[config.mk]
export PLATFORM = sky130hd
export DESIGN_NAME = serializer_tx
export DESIGN_NICKNAME = d
export VERILOG_FILES = /design/src/rtl/serializer_tx.sv
export SDC_FILE = /design/constraint.sdc
export NUM_CORES = 1
export LEC_CHECK = 0
export BUFFER_PORTS_ARGS = -buffer_cell sky130_fd_sc_hd__buf_2
export CORE_ASPECT_RATIO = 1.1
export CORE_MARGIN = 4
export CORE_UTILIZATION = 50
export DETAILED_ROUTE_END_ITERATION = 7
export HOLD_SLACK_MARGIN = 0.02
export MAX_ROUTING_LAYER = met4
export PLACE_DENSITY = 0.73
export SYNTH_ARGS = -nofsm -noshare
export SYNTH_HDL_FRONTEND = slang
export SYNTH_SLANG_ARGS = --single-unit
[constraint.sdc]
create_clock -name clk -period 4.2 [get_ports clk]
set_clock_uncertainty 0.05 [all_clocks]
set_input_delay 0.84 -clock clk [delete_from_list [all_inputs] [get_ports clk]]
set_output_delay 0.84 -clock clk [all_outputs]
set_load 0.005 [all_outputs]
[src/rtl/serializer_tx.sv]
// rtl/serializer_tx.sv - parallel-to-serial transmitter with valid/ready intake and divided bit pacing
//
// Optional feature macro: SERIALIZER_TX_PARITY_EN (adds a trailing even-parity bit period)
//
// Parameters:
//    WIDTH     word width in bits (>= 2)
//    DIV       clock cycles per bit period (>= 1)
// Ports:
//    clk       clock, rising edge
//    rst       synchronous active-high reset
//    in_data   word to transmit, sampled on handshake
//    in_dir    bit order, 0 = MSB first, 1 = LSB first, sampled on handshake
//    in_valid  upstream has a word
//    in_ready  block can accept a word
//    sd        serial data bit
//    sen       one-cycle strobe marking sd valid downstream
//    sdir      latched in_dir for the downstream shift direction
//    sp        high while sd carries the parity bit
//    busy      high in SHIFT, PARITY and DONE
//    done      one-cycle pulse after the last bit
module serializer_tx #(
   parameter int WIDTH = 8,
   parameter int DIV   = 1
) (
   input  logic             clk,
   input  logic             rst,
   input  logic [WIDTH-1:0] in_data,
   input  logic             in_dir,
   input  logic             in_valid,
   output logic             in_ready,
   output logic             sd,
   output logic             sen,
   output logic             sdir,
   output logic             sp,
   output logic             busy,
   output logic             done
);

   localparam int BW = $clog2(WIDTH);
   localparam int DW = (DIV > 1) ? $clog2(DIV) : 1;
   localparam logic [DW-1:0] DIV_LAST = DW'(DIV - 1);
   localparam logic [BW-1:0] BIT_LAST = BW'(WIDTH - 1);

   if (WIDTH < 2 || DIV < 1) begin : g_bad_param
      $error("serializer_tx: WIDTH must be >= 2 and DIV must be >= 1");
   end

   typedef enum logic [1:0] {
      IDLE   = 2'd0,
      SHIFT  = 2'd1,
`ifdef SERIALIZER_TX_PARITY_EN
      PARITY = 2'd3,
`endif
      DONE   = 2'd2
   } state_t;

   state_t           state_q, state_n;
   logic [DW-1:0]    div_q, div_n;
   logic [BW-1:0]    bit_q, bit_n;
   logic [WIDTH-1:0] data_q, data_n;
   logic             dir_q, dir_n;
   logic [BW-1:0]    idx_n;
   logic             sd_n, sen_n, sp_n;

   // Next-state logic. Outputs are then derived from the next-state values
   // so every output is a flop that lines up with the state it describes.
   always_comb begin
      state_n = state_q;
      div_n   = div_q;
      bit_n   = bit_q;
      data_n  = data_q;
      dir_n   = dir_q;
      case (state_q)
         IDLE: begin
            if (in_valid && in_ready) begin
               state_n = SHIFT;
               data_n  = in_data;
               dir_n   = in_dir;
               div_n   = '0;
               bit_n   = '0;
            end
         end
         SHIFT: begin
            if (div_q == DIV_LAST) begin
               div_n = '0;
               if (bit_q == BIT_LAST) begin
                  bit_n = '0;
`ifdef SERIALIZER_TX_PARITY_EN
                  state_n = PARITY;
`else
                  state_n = DONE;
`endif
               end else begin
                  bit_n = bit_q + 1'b1;
               end
            end else begin
               div_n = div_q + 1'b1;
            end
         end
`ifdef SERIALIZER_TX_PARITY_EN
         PARITY: begin
            if (div_q == DIV_LAST) begin
               div_n   = '0;
               state_n = DONE;
            end else begin
               div_n = div_q + 1'b1;
            end
         end
`endif
         DONE: begin
            state_n = IDLE;
         end
         default: begin
            state_n = IDLE;
         end
      endcase
   end

   // Output values for the coming cycle. The bit index walks up for LSB-first
   // and down for MSB-first; the strobe fires on the last divider cycle so the
   // bit has been stable for the whole period when the downstream stage takes it.
   always_comb begin
      idx_n = dir_n ? bit_n : (BIT_LAST - bit_n);
      sd_n  = 1'b0;
      sen_n = 1'b0;
      sp_n  = 1'b0;
      if (state_n == SHIFT) begin
         sd_n  = data_n[idx_n];
         sen_n = (div_n == DIV_LAST);
      end
`ifdef SERIALIZER_TX_PARITY_EN
      if (state_n == PARITY) begin
         sd_n  = ^data_n;
         sen_n = (div_n == DIV_LAST);
         sp_n  = 1'b1;
      end
`endif
   end

   always_ff @(posedge clk) begin
      if (rst) begin
         state_q  <= IDLE;
         div_q    <= '0;
         bit_q    <= '0;
         data_q   <= '0;
         dir_q    <= 1'b0;
         in_ready <= 1'b1;
         sd       <= 1'b0;
         sen      <= 1'b0;
         sdir     <= 1'b0;
         busy     <= 1'b0;
         done     <= 1'b0;
      end else begin
         state_q  <= state_n;
         div_q    <= div_n;
         bit_q    <= bit_n;
         data_q   <= data_n;
         dir_q    <= dir_n;
         in_ready <= (state_n == IDLE);
         sd       <= sd_n;
         sen      <= sen_n;
         sdir     <= dir_n;
         busy     <= (state_n != IDLE);
         done     <= (state_n == DONE);
      end
   end

`ifdef SERIALIZER_TX_PARITY_EN
   always_ff @(posedge clk) begin
      if (rst) begin
         sp <= 1'b0;
      end else begin
         sp <= sp_n;
      end
   end
`else
   assign sp = 1'b0;
   logic unused_sp_n;
   assign unused_sp_n = sp_n;
`endif

endmodule

# [Word-level counts from Yosys, hierarchy flattened]
# Index checks and enable logic that the tools add are counted.
[totals] mem_bits_rw=0 n_memories=0 elab_cells=43 rom_bits=0 in_bits=12 regBits=20 latch_bits=0
[classes] reduce_logical=5 addsub=3 mul=0 div=0 n_eq_ne=4 bitwise_logic=2 order_cmp=1 muxes=18 shifts=0
[ops] op="8-bit two-way mux" count=2
[ops] op="3-bit two-way mux" count=4
[ops] op="2-bit two-way mux" count=3
[ops] op="3-bit case mux with 2 select lines" count=1
[ops] op="1-bit two-way mux" count=5
[ops] op="2-bit by 1-bit equality test with 1-bit output, second input constant" count=2
[ops] op="2-bit logical NOT" count=2
[ops] op="3-bit by 4-bit less-than comparator with 1-bit output, second input constant" count=1
[ops] op="2-bit case mux with 2 select lines" count=1
[ops] op="3-bit by 1-bit adder with 3-bit output, second input constant" count=1
[ops] op="1-bit binary-select mux with 3-bit select" count=1
[ops] op="3-bit equality test, second input constant" count=1
[ops] op="3-bit subtractor, first input constant" count=1
[ops] op="2-bit equality test, second input constant" count=1
[ops] op="1-bit NOT" count=2
[ops] op="1-bit case mux with 2 select lines" count=1
[ops] op="2-bit nonzero test" count=1
[ops] op="2-bit OR reduction" count=1
[ops] op="1-bit adder, second input constant" count=1
[ops] op="1-bit logical AND" count=1

# [Depth between registers and ports, before layout]
# Gate-level depths: netlist (run 1).
[logic_depth] depth_word=8 mapped_depth=9 depth_no_buf=8

# [Worst setup path before layout (run 1)]
# OpenSTA, ideal clock, no wires.
[synth_path] path_kind="input port to flip-flop" from="input in_valid" to="register sd" setup_time_ns=0.127 cell_stages=8 required_ns=4.023 path_slack_ns=2.057 path_buffers=2 arrival_time_ns=1.966 cell_sequence="and4bb_1 -> buf_4 -> buf_4 -> nand2b_1 -> o21ai_0 -> o21ai_0 -> o22ai_1 -> nor4_1"
[synth_via] elab_chain_len=7
[synth_lines] element="start, declared" line_no="29" text="input logic in_valid,"
[synth_lines] element="1-bit logical AND *" line_no="75" text="if (in_valid && in_ready) begin"
[synth_lines] element="3-bit two-way mux" line_no="75"
[synth_lines] element="3-bit case mux with 2 select lines" line_no="73" text="case (state_q)"
[synth_lines] element="3-bit subtractor" line_no="123" text="idx_n = dir_n ? bit_n : (BIT_LAST - bit_n);"
[synth_lines] element="3-bit two-way mux" line_no="123"
[synth_lines] element="1-bit binary-select mux with 3-bit select" line_no="128" text="sd_n = data_n[idx_n];"
[synth_lines] element="1-bit two-way mux (not written as such)" line_no="128"
[synth_lines] element="end signal, assigned" line_no="160" text="sd <= sd_n;"
[synth_lines] element="end, declared" line_no="31" text="output logic sd,"
# Mark *: on every way between the ends. The rest lies on a longest branch, timed or not. The select of a mux whose other input is x is not followed.
# A chain may end at the register's enable or synchronous reset.

# [Worst setup path in the final report (run 1)]
# Ends and elaborated chain as after synthesis.

==> results of run 1 <==
path summary, 6_finish.rpt:
kind | end | slack (ns) | cells after the start
setup / recovery | sd | 1.88 | 7
hold / removal | data_q[6] | 0.50 | 2
setup reg to reg | sd | 1.97 | 6
hold reg to reg | data_q[6] | 0.50 | 2
critical path, delay by kind of cell:
kind / cells / cell delay (ns)
AO/OA/AOI/OAI: 2 / 0.26
AND/OR/NAND/NOR: 3 / 0.85
multiplexers: 1 / 0.43
buffers and inverters: 1 / 0.08
Yosys cell counts, drive strengths merged:
cell type,instances
o2111ai,1
inv,3
clkbuf,1
conb,1
dfxtp,20
nand2,4
o22ai,1
and4bb,1
mux2i,6
o21ai,4
and2,1
nor3b,2
mux2,10
nand3b,1
buf,4
nor2b,6
o41ai,1
ha,2
a21oi,7
o221ai,1
nand2b,2
o211ai,2
nor3,5
nor2,9
nor4,4
a32oi,1
o21a,2
flip-flops by register name, indices dropped and copies added (netlist names):
signal    count
in_ready      1
done          1
bit_q         3
busy          1
div_q         1
data_q        8
state_q       2
sen           1
sd            1
dir_q         1
area by class of cell:
| type | instances | area (um2) |
|---|---|---|
| clock inverter | 1 | 30.0 |
| inverter | 3 | 11.3 |
| fill | 160 | 698 |
| timing repair buffer | 17 | 85.1 |
| multi-input combinational | 74 | 541 |
| clock buffer | 3 | 22.5 |
| sequential | 20 | 400 |
| tap | 27 | 33.8 |
metal layers:
metal | up-vias | wire length (um) | track usage, %
met3 | 4 | 81 | 3.81
li1 | 399 | - | -
met2 | 16 | 825 | 25.2
met1 | 365 | 825 | 16.9
met5 | - | 0 | -
met4 | 0 | 29 | 8.07
cells in the final DEF (no fill, tap or decap), types with 5 or more instances in the layout:
cell type,instances
a21oi_1,7
buf_2,17
dfxtp_1,20
mux2_2,9
mux2i_1,6
nor2_1,9
nor2b_1,6
nor3_1,5
logic make-up (layout without fill, tap and decap cells):
kind of cell / count (synthesis) / count (layout) / synth area share, %
DFF: 20 / 20 / 40.5
muxes: 16 / 16 / 17.4
adders and majority gates: 2 / 2 / 2.53
AOI/OAI and AO/OA: 20 / 20 / 12.8
buffers and inverters: 8 / 24 / 4.93
other: 1 / 1 / 0.379
and+or+nand+nor: 35 / 35 / 21.5
through the flow:
stage | hold WS [ns] | utilization [%] | power (uW)
after floorplan | 0.424 | - | 264
after global placement | 0.446 | 58.8 | 280
after detailed placement | 0.473 | 58.8 | 282
after CTS | 0.500 | 61.7 | 439
after global routing | 0.537 | 61.7 | 457
final | 0.497 | 61.7 | 432
power by group:
part           switching [uW]  internal, uW
sequential               5.36           200
combinational            36.1          34.8
clock                    59.4          96.5
==> summary.txt, run 1 <==
Status = complete, no violations
ANT cells = 0
DP Area = 0.00107 mm2
CTS tree = yes
Synth Register Bits = 20
Post-synth top area share = 40.5%
First-pass GRT wire length = 2970 um
Starting Density = 54.3%
Relative slew margins = 58.5%
Ranking of synthesized cells by area = dfxtp_1 (40%), mux2_2 (10%), mux2i_1 (6.1%)
Share of cells above drive strength 1 = 28.0%
Cell accounting for the most synthesized area = dfxtp_1
Max stage delay cell, worst path = and4bb_1
Syn_nets = 116
F_max = 0.431 GHz
Avg Cell Area, Syn = 9.70 um2
CTS resizes = 0
GPL Wtd Cong = 0.805
Startpoint class of the critical path = primary input
Number of buffers added on ports = 17
Unique masters post-synth = 33
RSZ-0062 raised after global routing = false
CTS sink count = 20
Vias per cell = 5.41
Synthesized instance count = 102
Syn-to-layout area delta = 13.5%
Number of buffers inserted by hold repair at cts = 0
LEAKAGE = 0.000477 uW
Fin area = 0.00112 mm2
Hold Startpoint = data_q[6]
Worst-skew pair later-pin latency = 0.30 ns
Finish-stage setup viols = 0
Critical Setup Path Class = primary input to flip-flop
GRT Resource Usage Total = 15.1%
Full die area = 0.00276 mm2
Worst path cell trace = buf_2, and4bb_1, mux2_2, nor3_1, o211ai_1, a21oi_1, nor4_1
Setup TNS = 0 ns
Vias in the first global route = 718
Drc violations = 0
Synth warn = 0
Final worst setup slack = 1.88 ns
Nature of the critical path endpoint = flip-flop
Arr. time, crit path = 2.46 ns
Hold Violations, Final = 0
Pwr Density = 385 mW/mm2
Antenna violations before repair = 0
Slowest cell delay on critical path = 0.60 ns
Worst-path fanout max = 16
Slew @ Worst Pin = 0.623 ns
Boundary Pins = 19
CTS Buf Count = 3
Routed Antenna Nets = 0
Final nets = 133
Maxcap violations = 0
Pin count of the biggest net entering global routing = 17
Tcrit/Tclk final = 55.3%
Pre-antenna DRT Iters = 4
Mapped Area = 990 um2
CP startpoint = in_valid
Pre-CTS setup slack = 1.55 ns
Tmin final = 2.32 ns
Placed insts = 141
Crit Reg-Reg Startpoint = state_q[1]
VDD IR-drop max = 0.227 mV
CP required = 4.34 ns
Post-DP HPWL = 1370 um
Root buf cell = clkbuf_4
Core ar. = 0.00182 mm2
Detailed Route Iter0 Violations = 14
Max clock buf depth = 2
Non-filler instance count after layout = 145
Row count = 16
Wirelength per Cell = 12.1 um
Clock transition at the registers of the reported paths = 0.11 ns
Global route overflow = 0
Total wire length = 1760 um
Register area share after synthesis = 40.5%
Worst hold path class = flip-flop to flip-flop
Die Wd = 50.4 um
H-tree levels = 1
Setup Buffers After CTS = 0
Max-slew violation count = 0
Vias = 784
Die span in y = 54.7 um
No activity file was read; power rests on OpenSTA's default activity.
==> run 2: changes to the inputs <==
- ABC_AREA: unset -> 1
- CORE_UTILIZATION: 50 -> 47
- PLACE_DENSITY: 0.73 -> 0.72
- clock period: 4.2 -> 2.1 ns (I/O delays scaled with it)
==> summary.txt, run 2 <==
Status = complete, no violations
Ranking of synthesized cells by area = dfxtp_1 (41%), nand2_1 (9.2%), nor2_1 (5.7%)
Clock transition at the registers of the reported paths = 0.11 ns
Biggest register = data_q
Drc violations = 0
Critical Setup Path Class = flip-flop to flip-flop
Die span in y = 55.9 um
Vias per cell = 4.91
Largest register FFs = 8
Syn-to-layout area delta = 11.9%
Synth warn = 0
Hold Startpoint = in_data[5]
VDD IR-drop max = 0.431 mV
Worst-path fanout max = 5
Hold Violations, Final = 0
Wirelength per Cell = 10.6 um
GPL Wtd Cong = 0.789
Die Wd = 51.6 um
Max-slew violation count = 0
Nature of the critical path endpoint = flip-flop
Max clock buf depth = 2
Pin count of the biggest net entering global routing = 19
Hold endpoint = data_q[5]
Maxcap violations = 0
Synth Register Bits = 20
Synth Flop Type = dfxtp_1
Total wire length = 1840 um
GRT Resource Usage Total = 14.7%
Worst path cell trace = ha_1, ha_1, o21ai_0, nand3_1, nand2_1, nand2_2, nand2_2, nand2_1, nand3_1, nand3_1, nand2_1, nor2_1
LEAKAGE = 0.000529 uW
RSZ-0062 raised after global routing = false
Synthesized instance count = 130
Setup TNS = 0 ns
Most frequent cells in the layout = nand2_1 (24), dfxtp_1 (20), buf_2 (17)
Tmin final = 1.84 ns
Worst hold path class = primary input to flip-flop
Final core utilization = 54.9%
Unique masters post-synth = 27
Mapped Area = 981 um2
Share of cells above drive strength 1 = 24.7%
Vias in the first global route = 776
CTS sink count = 20
Slowest cell delay on critical path = 0.36 ns
Reg2Reg Depth = 12
Number of buffers inserted by hold repair at cts = 0
FF-to-FF setup slack = 0.26 ns
Tcrit/Tclk final = 87.6%
CP delay by family, top = simple AND/OR/NAND/NOR gates
Crit Reg-Reg Startpoint = bit_q[0]
F_max = 0.544 GHz
WP buf/inv = 0
Routed Antenna Nets = 0
Row count = 17
Synth top cells by count = nand2_1 (24), dfxtp_1 (20), nor2_1 (15), inv_1 (11), nand3_1 (10)
Global route overflow = 0
First-pass GRT wire length = 3230 um
Final Power = 810 uW
Post-synth top area share = 40.8%
Finish-stage setup viols = 0
ANT cells = 0
Boundary Pins = 19
Worst Hold Depth = 3
Number of buffers added on ports = 17
Pwr Density = 739 mW/mm2
Detailed Route Iter0 Violations = 14
Hold_ws = 0.334 ns
CTS tree = yes
Avg Cell Area, Syn = 7.55 um2
Register area share after synthesis = 40.8%
Post-DP HPWL = 1370 um
FFs w/ async S/R, synth = 0%
Full die area = 0.00288 mm2
Biggest regs = data_q: 8 flops, bit_q: 3 flops, state_q: 2 flops
Startpoint class of the critical path = flip-flop
Vias = 855
Final nets = 162
Syn_nets = 144
Number of synthesized flops with an enable pin = 0
Core ar. = 0.00200 mm2
Starting Density = 49.1%
Reg2reg end = sd
Arr. time, crit path = 1.99 ns
Most common cell after layout, fill and taps aside = nand2_1
CP required = 2.25 ns
Root buf cell = clkbuf_4
Pre-antenna DRT Iters = 4
Top-count cell post-synth = nand2_1
CTS Buf Count = 3
CTS resizes = 0
Worst-skew pair later-pin latency = 0.29 ns
H-tree levels = 1
Antenna violations before repair = 0
Cell accounting for the most synthesized area = dfxtp_1
Setup Buffers After CTS = 0
Max stage delay cell, worst path = dfxtp_1
[run 2: cell types whose count changed after synthesis, moves of 3 or more]
cell,change
nand2_1,+21
o21ai_0,+4
nor2_1,+6
nor2b_1,-6
nand2_2,+6
mux2i_1,-3
mux2_2,-9
or2_0,+4
nor3_1,-4
nand3_1,+10
inv_1,+8
[run 2: cells by family (layout without fill, tap and decap cells)]
family / count (synthesis) / in the layout / share of synthesized area, %
and+or+nand+nor: 69 / 69 / 34.6
DFF: 20 / 20 / 40.8
AOI/OAI and AO/OA: 16 / 16 / 9.18
muxes: 3 / 3 / 3.06
buffers and inverters: 17 / 33 / 7.65
xor gates and xnor gates: 2 / 2 / 1.79
adders and majority gates: 2 / 2 / 2.55
other: 1 / 1 / 0.382
[run 2: worst max-delay path by stage]
stage | startpoint | to | slack [ns] | cells after the start
after CTS | bit_q[0] | sd | 0.27 | 12
after detailed placement | in_valid | sd | 0.21 | 13
after floorplan | bit_q[0] | sd | 0.44 | 12
final | bit_q[0] | sd | 0.26 | 12
after global placement | in_valid | sd | 0.26 | 13
after global routing | bit_q[0] | sd | 0.06 | 12
[run 2: report_power, final]
part / leakage (uW) / internal [uW] / switching (uW)
logic: 0.000351 / 82.1 / 129
registers: 0.000164 / 409 / 12.5
clock network: 0.0000138 / 66.8 / 111
total: 0.000529 / 557 / 253
[run 2: cell type report]
type / count / area [um2]
Fill cell: 231 / 902
Multi-Input combinational cell: 93 / 505
Sequential cell: 20 / 400
Timing Repair Buffer: 17 / 85.1
Inverter: 13 / 48.8
Tap cell: 28 / 35.0
Clock buffer: 3 / 22.5
[run 2: tightest hold or removal path: cells and delay by family]
family        cells  cell delay [ns]
buf+inv           1             0.08
mux               1             0.07
simple gates      1             0.08
[run 2: through the flow]
step / instances / setup WS (ns) / cell area [um2]
after floorplan: 130 / 0.440 / 981
after global placement: 171 / 0.255 / 1070
after detailed placement: 171 / 0.208 / 1070
after CTS: 174 / 0.269 / 1100
after global routing: 174 / 0.0619 / 1100
final: 174 / 0.261 / 1100
[run 2: per-layer routing]
layer  global-route usage (%)  share of wire [%]
met1                     18.5                 46
met2                     22.5                 45
met3                     2.41                6.3
met4                     7.12                2.2
met5                        -                  0
==> run 3: changes to the inputs <==
- CORE_UTILIZATION: 47 -> 50
- PLACE_DENSITY: 0.72 -> 0.73
- clock period: 2.1 -> 1.7 ns (I/O delays scaled with it)
==> summary.txt, run 3 (synthesis results as in run 2) <==
Clock transition at the registers of the reported paths = 0.11 ns
Most common cell on crit path = nand2_1
CTS Buf Count = 3
Status = finished, violations left
Max stage delay cell, worst path = dfxtp_2
Hold Startpoint = in_data[5]
Post-DP HPWL = 1550 um
GPL Wtd Cong = 0.864
Switch share = 32.3%
Worst path cell trace = ha_4, ha_4, o21ai_2, nand3_2, nand2_1, nand2_2, nand2_2, nand2_1, nand3_1, nand3_1, nand2_1, nor2_1
Biggest regs = data_q: 8 flops, bit_q: 3 flops, state_q: 2 flops
Vias in the first global route = 822
Pre-antenna DRT Iters = 4
Worst-path fanout max = 5
Boundary Pins = 19
Syn-to-layout area delta = 23.0%
CTS tree = yes
Number of buffers inserted by hold repair at cts = 0
Most frequent cells in the layout = nand2_1 (24), dfxtp_1 (17), buf_2 (17)
F_max = 0.581 GHz
Worst hold path class = primary input to flip-flop
CP startpoint = bit_q[1]
FF-to-FF setup slack = -0.02 ns
Vias per cell = 5.05
Sequential power share = 49.2%
Tcrit/Tclk final = 101%
Die Wd = 50.2 um
CP required = 1.87 ns
Routed Antenna Nets = 0
ANT cells = 0
Row count = 16
H-tree levels = 1
Non-filler instance count after layout = 180
Arr. time, crit path = 1.89 ns
Largest register FFs = 8
Starting Density = 53.8%
Drc violations = 0
Full die area = 0.00274 mm2
Slowest cell delay on critical path = 0.35 ns
Final nets = 169
Global route overflow = 0
First-pass GRT wire length = 3500 um
Placed insts = 174
Most common cell after layout, fill and taps aside = nand2_1
GRT Resource Usage Total = 17.5%
Max clock buf depth = 2
Final worst setup slack = -0.0224 ns
Finish-stage setup viols = 1
Core ar. = 0.00182 mm2
VDD IR-drop max = 0.482 mV
Antenna violations before repair = 0
Worst-skew pair later-pin latency = 0.31 ns
Logic gate share of total power = 29.7%
Wirelength per Cell = 12.1 um
Max-slew violation count = 0
Startpoint class of the critical path = flip-flop
Pin count of the biggest net entering global routing = 19
Root buf cell = clkbuf_4
Hold Violations, Final = 0
Internal power = 723 uW
LEAKAGE = 0.000568 uW
Failing checks = setup timing
Switching power total = 344 uW
Detailed Route Iter0 Violations = 17
Pwr Density = 884 mW/mm2
RSZ-0062 raised after global routing = true
Die span in y = 54.5 um
Maxcap violations = 0
Nature of the critical path endpoint = flip-flop
Clock share of power = 21.1%
Share of cells above drive strength 1 = 32.7%
Crit Reg-Reg Startpoint = bit_q[1]
Tmin final = 1.72 ns
Vias = 909
Total wire length = 2190 um
Number of buffers added on ports = 17
Final Power = 1070 uW
Biggest register = data_q
Critical Setup Path Class = flip-flop to flip-flop
CTS sink count = 20
-- run 3: power by group through the flow --
stage | logic [uW] | registers (uW) | clock network [uW]
finish | 317 | 524 | 225
global route | 355 | 529 | 244
CTS | 305 | 521 | 226
detailed placement | 289 | 531 | 0
global placement | 279 | 529 | 0
floorplan | 206 | 531 | 0
-- run 3: layer usage --
| layer | track usage (%) | up-vias | routed length (um) |
|---|---|---|---|
| li1 | - | 459 | - |
| met1 | 21.0 | 414 | 978 |
| met2 | 28.9 | 29 | 1060 |
| met3 | 2.72 | 7 | 102 |
| met4 | 8.76 | 0 | 48 |
| met5 | - | - | 0 |
-- run 3: timing repair --
action	in CTS	in global routing
setup buffers	2	1
pin swaps	5	7
gates resized for setup	5	7
setup endpoints to repair	1	1
-- run 3: layout make-up --
| type | instances | area [um2] |
|---|---|---|
| multi-input cells | 93 | 547 |
| repair buffers | 24 | 150 |
| inverters | 13 | 48.8 |
| fillers | 159 | 616 |
| clock buffers | 3 | 22.5 |
| well taps | 27 | 33.8 |
| flip-flops and latches | 20 | 404 |
-- run 3: path summary, 6_finish.rpt --
path / to / depth (start not counted)
min reg2reg: data_q[6] / 2
min: data_q[5] / 3
max: sd / 12
max reg2reg: sd / 12
-- run 3: per-stage QoR --
stage	hold slack, ns	instance area, um2	util (%)	TNS, ns	worst slack [ns]
2_1_floorplan	0.410	981	-	0	0.0401
3_3_place_gp	0.430	1120	61.3	0	0.0143
3_5_place_dp	0.436	1120	61.3	-0.0871	-0.0871
4_1_cts	0.248	1170	64.0	0	0.00452
5_1_grt	0.285	1210	66.2	-0.157	-0.157
6_report	0.246	1210	66.2	-0.0224	-0.0224
-- run 3: critical path: cells and delay by family (launching register included) --
family | cells | cell delay (ns)
simple gates | 9 | 0.77
flops | 1 | 0.35
fa+ha+maj | 2 | 0.32
compound gates | 1 | 0.15
